### src/rtl/switch_frame_sequencer_if.sv
// Bus bundle between the frame sequencer and its environment: run control,
// FIFO read port and the switch-side outputs.
interface switch_frame_sequencer_if #(
  parameter int DATA_WIDTH   = 128,
  parameter int NUM_SWITCHES = 7,
  parameter int SIZE_WIDTH   = 32
);
  logic                    start;
  logic [SIZE_WIDTH-1:0]   frame_count;
  logic                    sync;
  logic [DATA_WIDTH-1:0]   fifo_rd_data;
  logic                    fifo_empty;
  logic                    fifo_rd_en;
  logic [NUM_SWITCHES-1:0] out_to_switches;
  logic                    out_valid;
  logic                    busy;
  logic                    done;
  logic                    underrun;

  // Environment side: drives control and FIFO data, observes the sequencer.
  modport master (
    output start, frame_count, sync, fifo_rd_data, fifo_empty,
    input  fifo_rd_en, out_to_switches, out_valid, busy, done, underrun
  );

  // Sequencer side.
  modport slave (
    input  start, frame_count, sync, fifo_rd_data, fifo_empty,
    output fifo_rd_en, out_to_switches, out_valid, busy, done, underrun
  );
endinterface

### src/rtl/switch_frame_sequencer.sv
// Pops plaintext bitmap words from a FIFO, slices each word into
// NUM_SWITCHES-bit frames (LSB first) and presents one frame per sync strobe
// until the programmed frame count is used up. A one-word prefetch buffer
// (nxt) keeps the current word (cur) refilled so sync can run every cycle.
module switch_frame_sequencer #(
  parameter int DATA_WIDTH   = 128,
  parameter int NUM_SWITCHES = 7,
  parameter int SIZE_WIDTH   = 32
) (
  input logic clock,
  input logic reset,
  switch_frame_sequencer_if.slave bus
);
  localparam int FPW   = DATA_WIDTH / NUM_SWITCHES;
  localparam int IDX_W = (FPW > 1) ? $clog2(FPW) : 1;
  localparam int CW    = SIZE_WIDTH + 1;
  localparam logic [IDX_W-1:0] LAST_IDX = IDX_W'(FPW - 1);

  typedef enum logic {IDLE, RUN} state_t;

  state_t state;
  state_t state_next;

  logic [SIZE_WIDTH-1:0]   frames_left;
  logic [SIZE_WIDTH-1:0]   words_left;
  logic [SIZE_WIDTH-1:0]   words_total;
  logic [DATA_WIDTH-1:0]   cur_word;
  logic [DATA_WIDTH-1:0]   nxt_word;
  logic                    cur_valid;
  logic                    nxt_valid;
  logic [IDX_W-1:0]        idx;
  logic                    rd_valid;
  logic                    rd_en_q;
  logic [NUM_SWITCHES-1:0] out_q;
  logic                    out_valid_q;
  logic                    done_q;
  logic                    underrun_q;
  logic [NUM_SWITCHES-1:0] frame_slice;

  logic accept_start;
  logic zero_start;
  logic accept_sync;
  logic miss_sync;
  logic release_cur;
  logic last_frame;
  logic issue;

  assign words_total = SIZE_WIDTH'(({1'b0, bus.frame_count} + CW'(FPW - 1)) / CW'(FPW));
  assign frame_slice = NUM_SWITCHES'(cur_word >> (int'(idx) * NUM_SWITCHES));

  assign bus.fifo_rd_en      = rd_en_q;
  assign bus.out_to_switches = out_q;
  assign bus.out_valid       = out_valid_q;
  assign bus.done            = done_q;
  assign bus.underrun        = underrun_q;

  // State register.
  always_ff @(posedge clock) begin
    if (reset) state <= IDLE;
    else       state <= state_next;
  end

  // Next state: a non-zero start enters RUN, the last frame returns to IDLE.
  always_comb begin
    state_next = state;
    case (state)
      IDLE: if (bus.start && (bus.frame_count != '0)) state_next = RUN;
      RUN:  if (last_frame) state_next = IDLE;
      default: state_next = IDLE;
    endcase
  end

  // Control strobes: start/sync acceptance, word release and FIFO pop issue.
  always_comb begin
    accept_start = 1'b0;
    zero_start   = 1'b0;
    accept_sync  = 1'b0;
    miss_sync    = 1'b0;
    release_cur  = 1'b0;
    last_frame   = 1'b0;
    issue        = 1'b0;
    bus.busy     = (state == RUN);
    case (state)
      IDLE: begin
        accept_start = bus.start;
        zero_start   = bus.start && (bus.frame_count == '0);
        issue        = bus.start && (bus.frame_count != '0) && !bus.fifo_empty;
      end
      RUN: begin
        accept_sync = bus.sync && cur_valid;
        miss_sync   = bus.sync && !cur_valid;
        release_cur = accept_sync && (idx == LAST_IDX);
        last_frame  = accept_sync && (frames_left == SIZE_WIDTH'(1));
        issue       = (words_left != '0) && !bus.fifo_empty && !rd_en_q && !rd_valid
                      && (!cur_valid || !nxt_valid);
      end
      default: ;
    endcase
  end

  // Datapath: counters, word buffers, frame output and status flags.
  always_ff @(posedge clock) begin
    if (reset) begin
      frames_left <= '0;
      words_left  <= '0;
      cur_word    <= '0;
      nxt_word    <= '0;
      cur_valid   <= 1'b0;
      nxt_valid   <= 1'b0;
      idx         <= '0;
      rd_valid    <= 1'b0;
      rd_en_q     <= 1'b0;
      out_q       <= '0;
      out_valid_q <= 1'b0;
      done_q      <= 1'b0;
      underrun_q  <= 1'b0;
    end else begin
      rd_en_q     <= issue;
      rd_valid    <= rd_en_q;
      out_valid_q <= accept_sync;
      done_q      <= zero_start || last_frame;
      if (accept_start) begin
        frames_left <= bus.frame_count;
        words_left  <= words_total - SIZE_WIDTH'(issue);
        underrun_q  <= 1'b0;
        idx         <= '0;
        cur_valid   <= 1'b0;
        nxt_valid   <= 1'b0;
      end else if (state == RUN) begin
        if (issue) words_left <= words_left - SIZE_WIDTH'(1);
        if (miss_sync) underrun_q <= 1'b1;
        if (accept_sync) begin
          out_q       <= frame_slice;
          frames_left <= frames_left - SIZE_WIDTH'(1);
        end
        if (release_cur) begin
          idx <= '0;
          if (nxt_valid) begin
            cur_word  <= nxt_word;
            cur_valid <= 1'b1;
            nxt_valid <= 1'b0;
          end else if (rd_valid) begin
            cur_word  <= bus.fifo_rd_data;
            cur_valid <= 1'b1;
          end else begin
            cur_valid <= 1'b0;
          end
        end else begin
          if (accept_sync) idx <= idx + IDX_W'(1);
          if (rd_valid) begin
            if (!cur_valid) begin
              cur_word  <= bus.fifo_rd_data;
              cur_valid <= 1'b1;
            end else begin
              nxt_word  <= bus.fifo_rd_data;
              nxt_valid <= 1'b1;
            end
          end
        end
        if (last_frame) begin
          cur_valid <= 1'b0;
          nxt_valid <= 1'b0;
        end
      end
    end
  end
endmodule

### src/flat_wrapper.sv
// flat-port wrapper written by rule: the top's interface ports become plain ports
module switch_frame_sequencer_flat 
#(
  parameter int DATA_WIDTH   = 128,
  parameter int NUM_SWITCHES = 7,
  parameter int SIZE_WIDTH   = 32
)
  (clock, reset, bus_start, bus_frame_count, bus_sync, bus_fifo_rd_data, bus_fifo_empty, bus_fifo_rd_en, bus_out_to_switches, bus_out_valid, bus_busy, bus_done, bus_underrun);
  switch_frame_sequencer_if #(.DATA_WIDTH(DATA_WIDTH), .NUM_SWITCHES(NUM_SWITCHES), .SIZE_WIDTH(SIZE_WIDTH)) bus_i ();
  input logic clock;
  input logic reset;
  input wire logic [$bits(bus_i.start)-1:0] bus_start;
  input wire logic [$bits(bus_i.frame_count)-1:0] bus_frame_count;
  input wire logic [$bits(bus_i.sync)-1:0] bus_sync;
  input wire logic [$bits(bus_i.fifo_rd_data)-1:0] bus_fifo_rd_data;
  input wire logic [$bits(bus_i.fifo_empty)-1:0] bus_fifo_empty;
  output wire logic [$bits(bus_i.fifo_rd_en)-1:0] bus_fifo_rd_en;
  output wire logic [$bits(bus_i.out_to_switches)-1:0] bus_out_to_switches;
  output wire logic [$bits(bus_i.out_valid)-1:0] bus_out_valid;
  output wire logic [$bits(bus_i.busy)-1:0] bus_busy;
  output wire logic [$bits(bus_i.done)-1:0] bus_done;
  output wire logic [$bits(bus_i.underrun)-1:0] bus_underrun;
  assign bus_i.start = bus_start;
  assign bus_i.frame_count = bus_frame_count;
  assign bus_i.sync = bus_sync;
  assign bus_i.fifo_rd_data = bus_fifo_rd_data;
  assign bus_i.fifo_empty = bus_fifo_empty;
  assign bus_fifo_rd_en = bus_i.fifo_rd_en;
  assign bus_out_to_switches = bus_i.out_to_switches;
  assign bus_out_valid = bus_i.out_valid;
  assign bus_busy = bus_i.busy;
  assign bus_done = bus_i.done;
  assign bus_underrun = bus_i.underrun;
  switch_frame_sequencer #(.DATA_WIDTH(DATA_WIDTH), .NUM_SWITCHES(NUM_SWITCHES), .SIZE_WIDTH(SIZE_WIDTH)) u_core (.clock(clock), .reset(reset), .bus(bus_i));
endmodule
### config.mk
export PLATFORM = sky130hd
export DESIGN_NAME = switch_frame_sequencer_flat
export DESIGN_NICKNAME = d
export VERILOG_FILES = /design/src/rtl/switch_frame_sequencer_if.sv /design/src/rtl/switch_frame_sequencer.sv /design/src/flat_wrapper.sv
export SDC_FILE = /design/constraint.sdc
export NUM_CORES = 1
export LEC_CHECK = 0
export ABC_AREA = 1
export BUFFER_PORTS_ARGS = -buffer_cell sky130_fd_sc_hd__buf_2
export CORE_MARGIN = 2
export CORE_UTILIZATION = 55
export DETAILED_ROUTE_END_ITERATION = 8
export PLACE_DENSITY = 0.74
export SYNTH_ARGS = -nofsm -noshare
export SYNTH_HDL_FRONTEND = slang
export SYNTH_SLANG_ARGS = --single-unit
### constraint.sdc
create_clock -name clock -period 21.6 [get_ports clock]
set_clock_uncertainty 0.2 [all_clocks]
set_input_delay 2.16 -clock clock [delete_from_list [all_inputs] [get_ports clock]]
set_output_delay 2.16 -clock clock [all_outputs]
set_load 0.1 [all_outputs]
==> impl_results.md, run 1 <==
* Number of synthesized register bits at 340
* Sinks on Clock Net at 340
* Min-delay worst type: flop to flop
* Via count of the first global-routing pass at 20.28k
* Share of the clock period used by the worst path at 77.98%
* Clock tree from TritonCTS: built
* CTS H-Tree Depth at 2
* Antenna violations before repair at 4
* Hold wc startpoint: u_core.bus.underrun
* Total track usage at 32.60%
* Min Clock Period, post-route at 16.84 ns
* Share of the yosys chip area belonging to registers at approximately 32%
* Library cell appearing most often on the critical path: nand2_2
* Starting utilization of the core area at roughly 56%
* Final Hold Violating Endpoints at 0
* Quantity of I/O buffers inserted on ports at 176
* Source of the critical timing path: bus_frame_count[0]
* Slew of the pin with the lowest slew margin at 1.221 ns
* Area of the die at just under 0.04 sq mm
* Synth cell types at 65
* Sequential standard cell area at 0.006807 sq mm
* Height of the die at 199.4 um
* Warning count from the yosys run at 0
* Reg clk slew, reported paths at 0.06 ns
* Share of layout cells above drive strength 1 at 15.80%
* Number of enable-type register cells in the synthesized netlist at 0
* Setup Viol. Count Final at 0
* Io pins at between 150 and 200
* Core area at 0.03767 sq mm
* Instance count of the mapped netlist at about 3.2k
* Width of the die at roughly 200 um
* Startpoint-to-endpoint class of the critical path: input pin to flop
* CP arrival at 17.05 ns
* Rel. slew slack at about a fifth
* Top achievable clock speed at 0.05937 GHz
* Number of nets produced by synthesis at roughly 3.4k
* Cell Rows at 71
* Count of pins over their slew limit at 0
* Fillers at roughly 3.6k
* R2r startpoint: u_core.bus.busy
* Wire length of the first global-routing pass at 104,600 um
* Area growth from synthesis to layout at 10.53%
* Post-CTS repair timing setup buffer count at 0
* Footprint of the multi-input gates at approximately 0.012 sq mm
* Vias per cell at 5.836
* Detailed-placement wirelength estimate at roughly 46,000 um
* Critical path peak fanout at 11
* Share of flip-flops with an asynchronous set or reset at 0%
* Count of routing violations after the opening detailed-route iteration at a little over 2k
* Buffer depth of the longest clock path at 3
* Library cell occupying the most area in the post-synthesis netlist: dfxtp_1
* Run status: finished, final reports clean
* Syn_area_per_cell at 6.539 sq um
* Critical path launch point type: input pin
* Root Buffer Master: clkbuf_16
* CTS-repair resized insts at 0
* Remaining DRCs at 0
* Remaining antenna violation count at 0
* Nets at 3,446
* Max stage delay on crit path at 0.27 ns
* Cell with the most instances after synthesis: nand2_1
* Detailed Routing Iterations Pass 1 at 8
* Crit-path slowest cell: a21oi_2
* Post-detailed-placement cell area at ~0.022 sq mm
* Synth top area cells: dfxtp_1 (32%), o21ai_0 (12%), nand2_1 (10%)
* Commonest cells post-synth: nand2_1 (587), o21ai_0 (497), nor2_1 (495)
* Final routed wire length divided by cell count at approximately 18 um
* Final routed wirelength across all metal layers at 66,680 um
* Via Count at 22.23k
* Placer Congestion at 0.9736
* Number of buffers inserted during clock tree synthesis at 38
* Number of max-capacitance violations reported at 0
* Ys flop type: dfxtp_1
* WP data required at between 20 and 25 ns
* Setup repair after global routing missed its margin: no
* Post-cts hold buffer count at 0
* Final-layout setup total negative slack at 0 ns
* Setup crit end kind: flop
* Total congestion overflow at 0
* Area share of the largest cell type after synthesis at 32.41%
* Cell area after synthesis at between 0.02 and 0.025 sq mm
* Finished layout cell area at between 0.02 and 0.025 sq mm
* Later-pin clock latency in the skew report at 0.56 ns
* Pin count of the biggest net entering global routing at 179
sequential cells by signal, summed over array words and instances, names as in the netlist:
signal / count
u_core.bus.out_to_switches: 7
u_core.rd_valid: 1
u_core.bus.busy: 1
u_core.words_left: 32
u_core.frames_left: 32
u_core.cur_valid: 1
u_core.bus.done: 1
u_core.nxt_word: 128
u_core.cur_word: 128
u_core.bus.out_valid: 1
u_core.bus.fifo_rd_en: 1
u_core.bus.underrun: 1
u_core.nxt_valid: 1
u_core.idx: 5
layer usage:
| layer | wire, um | vias to the layer above | global-route usage [%] |
|---|---|---|---|
| li1 | - | 10840 | - |
| met1 | 28020 | 10390 | 41.53 |
| met2 | 31560 | 832 | 55.12 |
| met3 | 4369 | 165 | 5.114 |
| met4 | 2683 | 8 | 13.20 |
| met5 | 48 | - | 0 |
worst paths after layout:
kind	end	slack, ns	cells after the start
max	u_core.words_left[25]	4.76	144
min	u_core.bus.underrun	0.26	2
max reg2reg	u_core.cur_word[119]	15.55	10
min reg2reg	u_core.bus.underrun	0.26	2
worst max-delay path: cells and delay by family:
family | cells | cell delay (ns)
compound gates | 10 | 1.42
fa+ha+maj | 2 | 0.39
buf+inv | 18 | 1.40
simple gates | 114 | 11.61
metrics by stage:
step           cells  util (%)  hold WS [ns]  worst slack, ns
2_1_floorplan   3212         -        0.2507            6.921
3_3_place_gp    3741     58.12        0.2614            5.279
3_5_place_dp    3741     58.12        0.2651            4.418
4_1_cts         3808     61.62        0.2742            4.936
5_1_grt         3808     61.62        0.2980            3.145
6_report        3809     61.63        0.2628            4.757
cell type report:
cell class / count / share of cell area, %
Timing Repair Buffer: 193 / 4.344
Clock inverter: 14 / 0.9055
Sequential cell: 340 / 29.32
Multi-Input combinational cell: 2421 / 53.24
Clock buffer: 53 / 4.775
Tap cell: 511 / 2.754
Antenna cell: 1 / 0.01078
Inverter: 276 / 4.646
logic make-up (layout without fill, tap and decap cells):
family	count (synthesis)	count (layout)	share of synthesized area, %
and+or+nand+nor	1505	1505	32.78
AOI/OAI and AO/OA	834	834	22.11
buffers and inverters	451	536	8.990
DFF	340	340	32.41
xor gates and xnor gates	69	69	2.967
adders and majority gates	11	11	0.6553
muxes	2	2	0.09532
other	0	1	0
placed cells by master, fill, tap and decap left out, drive strengths merged, types with 17 or more instances in the layout:
cell,count
nand2,728
o21ai,539
nor2,513
dfxtp,340
inv,260
buf,193
a31oi,161
nand3,155
a21oi,63
xor2,56
nand4,54
clkbuf,53
nor3,30
a22oi,22
clkinv,21
nor4,17
Power of run 1 is not shown: default switching activity piles up to over one toggle a cycle in this logic, so the estimate is an artifact.
==> inputs of run 2 (changes only) <==
--- a/config.mk
+++ b/config.mk
@@ -5,7 +5,7 @@
 export SDC_FILE = /design/constraint.sdc
 export NUM_CORES = 1
 export LEC_CHECK = 0
-export ABC_AREA = 1
+export ABC_AREA = 0
 export BUFFER_PORTS_ARGS = -buffer_cell sky130_fd_sc_hd__buf_2
 export CORE_MARGIN = 2
 export CORE_UTILIZATION = 55
==> constraint.sdc (replaced) <==
create_clock -name clock -period 15.6 [get_ports clock]
set_clock_uncertainty 0.2 [all_clocks]
set_input_delay 1.56 -clock clock [delete_from_list [all_inputs] [get_ports clock]]
set_output_delay 1.56 -clock clock [all_outputs]
set_load 0.1 [all_outputs]
==> impl_results.md, run 2 <==
* Share of the yosys chip area belonging to registers at 31.81% (-0.60 points)
* Final Hold Violating Endpoints at 0 (unchanged)
* Regs by FF count: u_core.cur_word x128, u_core.nxt_word x128
* Sinks on Clock Net at 340 (unchanged)
* Startpoint-to-endpoint class of the critical path: input pin to flop
* Count of routing violations after the opening detailed-route iteration at 1,664 (-18%)
* Area of the die at 0.04050 sq mm (+1.8%)
* Top achievable clock speed at 0.06381 GHz
* Cell Rows at 72 (+1.4%)
* Number of enable-type register cells in the synthesized netlist at 0 (unchanged)
* CP arrival at 15.90 ns (-1.15 ns)
* Run status: complete, but fails checks
* Setup repair after global routing missed its margin: yes
* Pin count of the biggest net entering global routing at 257 (+44%)
* Later-pin clock latency in the skew report at 0.53 ns (-0.03 ns)
* Setup crit end kind: flop
* Share of flip-flops with an asynchronous set or reset at 0% (unchanged)
* Share of the clock period used by the worst path at 100.5%
* Synth cell types at 121 (+86%)
* Area share of the largest cell type after synthesis at 31.81% (-0.60 points)
* Min-delay worst type: flop to flop
* Cell with the most instances after synthesis: nand2_1
* Slew of the pin with the lowest slew margin at 1.256 ns (+0.03533 ns)
* Final routed wirelength across all metal layers at 70,690 um (+6.0%)
* Instance count of the mapped netlist at 2,673 (-17%)
* Warning count from the yosys run at 0 (unchanged)
* Vias per cell at 6.246 (+7.0%)
* Synth top area cells: dfxtp_1 (32%), nand2_1 (7.0%), mux2i_1 (6.8%)
* Wire length of the first global-routing pass at 109,300 um (+4.5%)
* Final-layout setup total negative slack at -0.1233 ns (-0.1233 ns)
* Io pins at 177 (unchanged)
* Placer Congestion at 0.9381 (-3.6%)
* Detailed Routing Iterations Pass 1 at 6 (-2)
* Antenna violations before repair at 8 (+4)
* Number of synthesized register bits at 340 (unchanged)
* Rel. slew slack at 16.24% (-2.4 points)
* Count of pins over their slew limit at 0 (unchanged)
* Via Count at 22.65k (+1.9%)
* Width of the die at 201.3 um (+0.92%)
* Via count of the first global-routing pass at 21.37k (+5.3%)
* Critical path launch point type: input pin
* Reg clk slew, reported paths at 0.06 ns (about the same)
* Remaining DRCs at 0 (unchanged)
* Most common cell after layout, fill and taps aside: nand2_1
* Commonest cells after routing, fill and taps aside: nand2_1 (393), buf_4 (354), dfxtp_1 (339)
* Number of max-capacitance violations reported at 0 (unchanged)
* Quantity of I/O buffers inserted on ports at 176 (unchanged)
* Final routed wire length divided by cell count at 19.49 um (+11%)
* Library cell occupying the most area in the post-synthesis netlist: dfxtp_1
* Ys flop type: dfxtp_1
* Critical path peak fanout at 8 (-3)
* Clock tree from TritonCTS: built
* Commonest cells post-synth: nand2_1 (398), dfxtp_1 (340), nor2_1 (287)
* WP data required at 15.82 ns (-5.98 ns)
* Buffer depth of the longest clock path at 3 (unchanged)
* Post-cts hold buffer count at 0 (unchanged)
* Min Clock Period, post-route at 15.67 ns
* Cell area after synthesis at 0.02140 sq mm (+1.9%)
* Max stage delay on crit path at 0.55 ns (+0.28 ns)
* Area growth from synthesis to layout at 28.39%
* Placement-stage worst setup slack at -0.6964 ns (-5.114 ns)
* CTS H-Tree Depth at 2 (unchanged)
* Total track usage at 32.30% (-0.31 points)
* Detailed-placement wirelength estimate at 49,250 um (+8.0%)
* Number of nets produced by synthesis at 2,850 (-16%)
* Total congestion overflow at 0 (unchanged)
* Core area at 0.03856 sq mm (+2.4%)
* Starting utilization of the core area at 55.50% (-0.26 points)
* Setup Viol. Count Final at 4 (+4)
* Failing checks: negative setup slack
* Root Buffer Master: clkbuf_16
* Library cell appearing most often on the critical path: buf_6
* Syn_area_per_cell at 8.006 sq um (+22%)
* Share of layout cells above drive strength 1 at 28.26% (+12 points)
* Number of buffers inserted during clock tree synthesis at 36 (-5.3%)
* Nets at 3,256 (-5.5%)
* Height of the die at 201.3 um (+0.92%)
* Slack of the critical path at -0.07226 ns (-4.829 ns)
* Remaining antenna violation count at 0 (unchanged)
* Crit-path slowest cell: or4_4
-- run 2: cell types whose count changed in the layout (fill, tap and decap cells not counted), sizes merged, moves of 90 or more --
cell and delta:
nor2 -225, mux2i +143, buf +355, a211oi +155, nand3 -90, a31oi -121
o21ai -451, inv -243, nand2 -328, a21oi +180
-- run 2: routing by layer --
layer  track usage, %  part of all wire (%)  wire, um
met3            4.211                   6.0      4249
met2            56.18                    49     34360
met4            13.50                   4.5      3212
met1            40.34                    41     28810
met5                0                 0.074        52
-- run 2: final timing paths --
kind | to | cells after the start | slack, ns | from
hold reg to reg | u_core.nxt_word[51] | 2 | 0.25 | u_core.nxt_word[51]
hold / removal | u_core.nxt_word[51] | 2 | 0.25 | u_core.nxt_word[51]
setup / recovery | u_core.words_left[20] | 67 | -0.07 | bus_frame_count[9]
setup reg to reg | u_core.cur_word[34] | 7 | 11.07 | u_core.bus.busy
-- run 2: metrics by stage --
step	utilization, %	area, sq um	std cells	hold slack [ns]
finish	71.26	27480	3627	0.2528
CTS	67.20	25910	3571	0.2538
floorplan	-	21400	2673	0.2357
detailed placement	63.89	24630	3501	0.2456
global route	71.25	27470	3626	0.2661
global placement	63.89	24630	3501	0.2404
-- run 2: worst max-delay path, delay by kind of cell --
family | cells | cell delay, ns
buffers and inverters | 15 | 2.40
AND/OR/NAND/NOR | 14 | 3.05
adder cells (fa/ha/maj) | 3 | 0.78
multiplexers | 1 | 0.29
AO/OA/AOI/OAI | 32 | 7.45
XOR/XNOR | 2 | 0.35
-- run 2: timing repair --
action,CTS,global route
gates resized for setup,14,215
buffers inserted,4,53
endpoints found under the setup margin,11,32
pin swaps,3,104
cloned,0,2
-- run 2: layout make-up --
| cell class | instances | area (sq um) |
|---|---|---|
| antenna | 2 | 5.005 |
| clock buffer | 50 | 1055 |
| clock inverter | 16 | 126.4 |
| fill | 3054 | 11080 |
| inverter | 14 | 52.55 |
| multi-input combinational | 2139 | 14990 |
| sequential | 340 | 6808 |
| tap | 518 | 648.1 |
| timing repair buffer | 548 | 3791 |
-- run 2: cell families after synthesis --
logic type,Yosys count,synth area share [%]
XOR/XNOR,92,3.801
multiplexers,186,10.78
adder cells (fa/ha/maj),16,0.8946
AND/OR/NAND/NOR,1040,22.46
flip-flops,340,31.81
buffers and inverters,195,3.619
AO/OA/AOI/OAI,804,26.63
Power of run 2 is left out for the same reason.
